## src/rtl/mul_hilo_unit_if.sv

```systemverilog
// Request/result bundle between a HI/LO owner (slave) and its requester (master).
// mul_unsigned exists only when MUL_UNSIGNED_EN is defined.
// Back-pressure: the requester holds mul_start until it sees mul_ready at a clock edge.
interface mul_hilo_unit_if;
  logic        mul_start;
  logic        mul_ready;
  logic [31:0] mul_a;
  logic [31:0] mul_b;
  logic [31:0] bus_data;
  logic        hi_in;
  logic        lo_in;
  logic [31:0] hi_out;
  logic [31:0] lo_out;
  logic        mul_busy;
  logic        mul_done;
`ifdef MUL_UNSIGNED_EN
  logic        mul_unsigned;
`endif

  modport master (
    output mul_start, mul_a, mul_b, bus_data, hi_in, lo_in,
`ifdef MUL_UNSIGNED_EN
    output mul_unsigned,
`endif
    input  mul_ready, hi_out, lo_out, mul_busy, mul_done
  );

  modport slave (
    input  mul_start, mul_a, mul_b, bus_data, hi_in, lo_in,
`ifdef MUL_UNSIGNED_EN
    input  mul_unsigned,
`endif
    output mul_ready, hi_out, lo_out, mul_busy, mul_done
  );
endinterface

```

## src/rtl/mul_hilo_unit.sv

```systemverilog
// Multi-cycle 32x32 signed multiply controller owning the HI/LO registers; MUL_UNSIGNED_EN adds unsigned mode.
// Latency: HI/LO written LATENCY edges after the accepting edge, mul_done high the cycle after.
// Back-pressure: mul_ready low while BUSY; a mul_start then is ignored, not queued.
module mul_hilo_unit #(
  parameter int unsigned LATENCY = 2
) (
  input  logic           clk,
  input  logic           clr_n,
  mul_hilo_unit_if.slave bus
);

  typedef enum logic {IDLE, BUSY} state_e;

  localparam logic [3:0] CNT_INIT = 4'(LATENCY - 1);

  state_e      state_q, state_d;
  logic [3:0]  cnt_q, cnt_d;
  logic [31:0] op_a_q, op_a_d;
  logic [31:0] op_b_q, op_b_d;
  logic [31:0] hi_q, hi_d;
  logic [31:0] lo_q, lo_d;
  logic        done_q, done_d;
  logic [63:0] product;
`ifdef MUL_UNSIGNED_EN
  logic        uns_q, uns_d;
`endif

  // Full-width signed product of two 32-bit two's-complement operands.
  function automatic logic [63:0] multiplier_32b(input logic [31:0] a, input logic [31:0] b);
    logic signed [63:0] a_ext;
    logic signed [63:0] b_ext;
    a_ext = {{32{a[31]}}, a};
    b_ext = {{32{b[31]}}, b};
    return a_ext * b_ext;
  endfunction

  // Only the op registers feed the multiplier, so the product is a stable multi-cycle path.
  always_comb begin
    logic [63:0] prod_s;
    logic [63:0] corr;
    prod_s  = multiplier_32b(op_a_q, op_b_q);
    corr    = '0;
`ifdef MUL_UNSIGNED_EN
    if (uns_q) begin
      corr = (op_a_q[31] ? {op_b_q, 32'h0} : 64'h0)
           + (op_b_q[31] ? {op_a_q, 32'h0} : 64'h0);
    end
`endif
    product = prod_s + corr;
  end

  always_comb begin
    state_d = state_q;
    cnt_d   = cnt_q;
    op_a_d  = op_a_q;
    op_b_d  = op_b_q;
    hi_d    = hi_q;
    lo_d    = lo_q;
    done_d  = 1'b0;
`ifdef MUL_UNSIGNED_EN
    uns_d   = uns_q;
`endif

    if (bus.hi_in) hi_d = bus.bus_data;
    if (bus.lo_in) lo_d = bus.bus_data;

    unique case (state_q)
      IDLE: begin
        if (bus.mul_start) begin
          state_d = BUSY;
          op_a_d  = bus.mul_a;
          op_b_d  = bus.mul_b;
          cnt_d   = CNT_INIT;
`ifdef MUL_UNSIGNED_EN
          uns_d   = bus.mul_unsigned;
`endif
        end
      end
      BUSY: begin
        if (cnt_q == 4'd0) begin
          // Writeback overrides any bus load on the same edge.
          state_d = IDLE;
          hi_d    = product[63:32];
          lo_d    = product[31:0];
          done_d  = 1'b1;
        end else begin
          cnt_d = cnt_q - 4'd1;
        end
      end
      default: state_d = IDLE;
    endcase
  end

  always_ff @(posedge clk or negedge clr_n) begin
    if (!clr_n) begin
      state_q <= IDLE;
      cnt_q   <= '0;
      op_a_q  <= '0;
      op_b_q  <= '0;
      hi_q    <= '0;
      lo_q    <= '0;
      done_q  <= 1'b0;
`ifdef MUL_UNSIGNED_EN
      uns_q   <= 1'b0;
`endif
    end else begin
      state_q <= state_d;
      cnt_q   <= cnt_d;
      op_a_q  <= op_a_d;
      op_b_q  <= op_b_d;
      hi_q    <= hi_d;
      lo_q    <= lo_d;
      done_q  <= done_d;
`ifdef MUL_UNSIGNED_EN
      uns_q   <= uns_d;
`endif
    end
  end

  assign bus.mul_ready = (state_q == IDLE);
  assign bus.mul_busy  = (state_q == BUSY);
  assign bus.mul_done  = done_q;
  assign bus.hi_out    = hi_q;
  assign bus.lo_out    = lo_q;

endmodule

```

## src/flat_wrapper.sv

```systemverilog
// flat-port wrapper written by rule: the top's interface ports become plain ports
module mul_hilo_unit_flat 
#(
  parameter int unsigned LATENCY = 2
)
  (clk, clr_n, bus_mul_start, bus_mul_a, bus_mul_b, bus_bus_data, bus_hi_in, bus_lo_in, bus_mul_ready, bus_hi_out, bus_lo_out, bus_mul_busy, bus_mul_done);
  mul_hilo_unit_if bus_i ();
  input  logic clk;
  input  logic clr_n;
  input wire logic [$bits(bus_i.mul_start)-1:0] bus_mul_start;
  input wire logic [$bits(bus_i.mul_a)-1:0] bus_mul_a;
  input wire logic [$bits(bus_i.mul_b)-1:0] bus_mul_b;
  input wire logic [$bits(bus_i.bus_data)-1:0] bus_bus_data;
  input wire logic [$bits(bus_i.hi_in)-1:0] bus_hi_in;
  input wire logic [$bits(bus_i.lo_in)-1:0] bus_lo_in;
  output wire logic [$bits(bus_i.mul_ready)-1:0] bus_mul_ready;
  output wire logic [$bits(bus_i.hi_out)-1:0] bus_hi_out;
  output wire logic [$bits(bus_i.lo_out)-1:0] bus_lo_out;
  output wire logic [$bits(bus_i.mul_busy)-1:0] bus_mul_busy;
  output wire logic [$bits(bus_i.mul_done)-1:0] bus_mul_done;
  assign bus_i.mul_start = bus_mul_start;
  assign bus_i.mul_a = bus_mul_a;
  assign bus_i.mul_b = bus_mul_b;
  assign bus_i.bus_data = bus_bus_data;
  assign bus_i.hi_in = bus_hi_in;
  assign bus_i.lo_in = bus_lo_in;
  assign bus_mul_ready = bus_i.mul_ready;
  assign bus_hi_out = bus_i.hi_out;
  assign bus_lo_out = bus_i.lo_out;
  assign bus_mul_busy = bus_i.mul_busy;
  assign bus_mul_done = bus_i.mul_done;
  mul_hilo_unit #(.LATENCY(LATENCY)) u_core (.clk(clk), .clr_n(clr_n), .bus(bus_i));
endmodule
```

## config.mk

```make
export PLATFORM = sky130hd
export DESIGN_NAME = mul_hilo_unit_flat
export DESIGN_NICKNAME = d
export VERILOG_FILES = /design/src/rtl/mul_hilo_unit_if.sv /design/src/rtl/mul_hilo_unit.sv /design/src/flat_wrapper.sv
export SDC_FILE = /design/constraint.sdc
export NUM_CORES = 2
export LEC_CHECK = 0
export CAP_MARGIN = 40
export CELL_PAD_IN_SITES_DETAIL_PLACEMENT = 1
export CELL_PAD_IN_SITES_GLOBAL_PLACEMENT = 1
export CORE_ASPECT_RATIO = 0.5
export CORE_MARGIN = 2
export CORE_UTILIZATION = 40
export DETAILED_ROUTE_END_ITERATION = 8
export DONT_BUFFER_PORTS = 1
export PLACE_DENSITY = 0.63
export RECOVER_POWER = 25
export SYNTH_ARGS = -nofsm -noshare
export SYNTH_HDL_FRONTEND = slang
export SYNTH_SLANG_ARGS = --single-unit
```

## constraint.sdc

```tcl
create_clock -name clk -period 8.44 [get_ports clk]
set_input_delay 0.844 -clock clk [delete_from_list [all_inputs] [get_ports clk]]
set_output_delay 0.844 -clock clk [all_outputs]
set_load 0.1 [all_outputs]
```

==> key figures <==
Outcome
  – Status: complete, but fails checks
  – Failing checks: max-capacitance violations, max-slew violations

Clocking
  – H-tree lvl count: 4
  – Worst-path clk slew: 0.08 ns
  – Root buffer cell: clkbuf_16
  – Clock tree buffer depth: 2
  – Clk sinks: 134
  – CTS tree: done
  – Postcts setup bufs: 0
  – Worst skew pair latency: ~0.53 ns
  – Num CTS Buffers: 17

Floorplan
  – Top-level I/O count: 168
  – Chip height: approximately 230 um
  – Die Footprint: about 110,000 um^2
  – Die span in x: 461 um
  – Site Rows: 83
  – Initial core utilization: 0.406
  – Core Area: roughly 100,000 um^2

Route
  – Routed WL per cell: 22.4 um
  – Drt drc: 0
  – DR vias: 30,300
  – Vias/cell: 5.13
  – First-pass iteration count of the detailed router: 5
  – Initial DRC Count: 1,505
  – Post-route ant nets: 0
  – DRT Wirelength: about 130,000 um

Synth
  – Syn Area/Cell: 9.37 um^2
  – Gate count after technology mapping: 4,468
  – Yosys warnings: 0
  – Fraction of the yosys area taken by sequential cells: 0.0801
  – Number of distinct library cells after synthesis: 73
  – Synth async-reset ratio: 1.00
  – Flops & latches, synth: 134
  – Syn_nets: 5,836
  – Post-synth top flop: dfrtp_1
  – Post-synth EDFFs: 0
  – Mapped Area: 41,800 um^2

Timing
  – Post-route clock period utilization: 0.972
  – Worst Clk Skew: 0.0183 ns
  – Final-report setup violation count: 0
  – RSZ-0062 raised after global routing: no
  – Final hold violations: 0
  – Max Clk Rate: 122 MHz
  – WHS: 0.0248 ns
  – Slew Limit Fails: 114
  – Slew @ Worst Pin: 5.46 ns
  – Final Critical Period: just over 8 ns
  – Rel. slew slack: -2.64

Layout
  – Non-filler instance count after layout: 5,906
  – Fin util: 0.452
  – Layout cells sized above 1: 0.0764
  – Ant. Diodes: 0
  – Nets: 5,859
  – Area growth from synthesis to layout: 11.3%

Global route
  – Largest net degree at the start of global routing: 97
  – Global route overflow: 0
  – Total track usage: 0.262
  – First-pass GRT wire length: 210,000 um
  – Vias in the first global route: 35,500
  – Initial antenna violation count: 4

Setup path
  – Buf/Inv on CP: 4
  – Delay-heaviest family, CP: adder cells
  – Crit-path max FO: 19
  – Crit path cell chain: buf_4, and2_1, fa_1, inv_1, fa_1, inv_1, fa_1, fa_1, fa_1, fa_1, fa_1, fa_1, ha_2, nand4_1, nor3_1, o211a_1, o21a_1, nand2_2, o21ai_0, buf_4, a21oi_1, o21ai_0, xnor2_1, mux2i_1
  – CP startpoint kind: flip-flop
  – Data required, critical path: 8.82 ns
  – Crit path largest cell delay: 0.59 ns
  – CP Capture Type: flip-flop
  – Crit path DAT: about 8.6 ns
  – Critical Path Most Common Cell: fa_1
  – Reg2Reg Depth: 24
  – R2R setup slack: 0.24 ns
  – Slowest cell on crit path: fa_1
  – Crit path kind: flip-flop to flip-flop
  – CP Depth: 24

Flow run
  – Max cap viols: 3

Hold path
  – Hold WC Path Type: primary input to asynchronous set/reset pin

Placed design
  – HPWL after DPL: 112,000 um
  – Port Buf Inserts: 0
  – Placed cell count: 5,867
  – RePlAce Congestion: 0.891
## per-stage QoR
stage	worst slack (ns)	instance area, um^2	TNS (ns)
floorplan	0.741	41800	0
global placement	-0.0450	44000	-0.0548
detailed placement	-0.162	45800	-0.227
CTS	0.0270	46500	0
global route	0.00203	46600	0
finish	0.239	46600	0
## registers in the layout (all words and copies together) (netlist names)
name and count:
u_core.bus.hi_out 32, u_core.op_a_q 32, u_core.bus.mul_done 1, u_core.bus.lo_out 32
u_core.cnt_q 4, u_core.op_b_q 32, u_core.bus.mul_busy 1
## timing repair
action | CTS | global route
gates resized for setup | 2 | 30
hold buffers | 3 | 0
endpoints found under the setup margin | 4 | 22
endpoints found under the hold margin | 80 | 0
## area by class of cell
type / instances / area, um^2
clock buffers: 17 / 425
inverters: 987 / 3710
clock inverters: 15 / 159
multi-input cells: 3100 / 33800
fillers: 11700 / 56600
well taps: 1402 / 1750
flip-flops and latches: 134 / 3390
repair buffers: 251 / 3290
## cells by family after synthesis
group	share of synthesized area
flip-flops	0.0801
buffers and inverters	0.112
multiplexers	0.0151
AO/OA/AOI/OAI	0.0418
XOR/XNOR	0.0147
adder cells (fa/ha/maj)	0.573
AND/OR/NAND/NOR	0.163
## cells in the mapped netlist (all sizes together) (11+ instances only)
cell type | number | share of area
a211oi | 14 | 0.0026
xnor2 | 46 | 0.0096
nand2b | 11 | 0.0016
nand2 | 777 | 0.070
dfrtp | 134 | 0.080
fa | 1082 | 0.52
o21ai | 89 | 0.011
ha | 185 | 0.055
nand4 | 17 | 0.0025
a21oi | 75 | 0.0092
nand3 | 11 | 0.0013
nor2 | 57 | 0.0052
buf | 16 | 0.0021
and2 | 509 | 0.076
mux2i | 57 | 0.014
xor2 | 24 | 0.0050
a21o | 30 | 0.0054
nor2b | 14 | 0.0021
inv | 986 | 0.088
clkbuf | 231 | 0.021
## path summary, 6_finish.rpt
path / start / end
min reg2reg: u_core.cnt_q[2] / u_core.cnt_q[2]
max: u_core.op_a_q[12] / u_core.bus.hi_out[12]
max in group asynchronous: clr_n / u_core.op_a_q[27]
min in group clk: bus_mul_b[25] / u_core.op_b_q[25]
max reg2reg: u_core.op_a_q[12] / u_core.bus.hi_out[12]
min: clr_n / u_core.op_a_q[21]
## metal layers
layer,global-route usage,vias to the layer above,part of all wire
met2,0.449,622,0.50
met5,0,-,0.000083
met1,0.340,16500,0.42
met3,0.0465,167,0.052
li1,-,13000,-
met4,0.0774,2,0.031
## cell usage in the layout (no fill, tap or decap), types with 13 or more instances in the layout
cell type,count
fa_1,1082
inv_1,985
nand2_1,775
and2_1,509
ha_1,184
buf_4,175
dfrtp_1,108
o21ai_0,83
a21oi_1,71
buf_16,68
mux2i_1,57
nor2_1,56
xnor2_1,46
a21o_1,30
dfrtp_2,26
xor2_1,24
nand4_1,17
clkbuf_16,17
a211oi_1,13
nor2b_1,13
## worst reg2reg max path, delay by kind of cell (launching register included)
family | cells | cell delay (ns)
buffers and inverters | 4 | 0.56
flip-flops | 1 | 0.55
XOR/XNOR | 1 | 0.22
adder cells (fa/ha/maj) | 9 | 4.54
multiplexers | 1 | 0.12
AO/OA/AOI/OAI | 5 | 1.07
AND/OR/NAND/NOR | 4 | 1.00
Power is left out: the tool's default activity adds up to more than one toggle a clock period on the data nets, which glitch-free logic cannot reach.
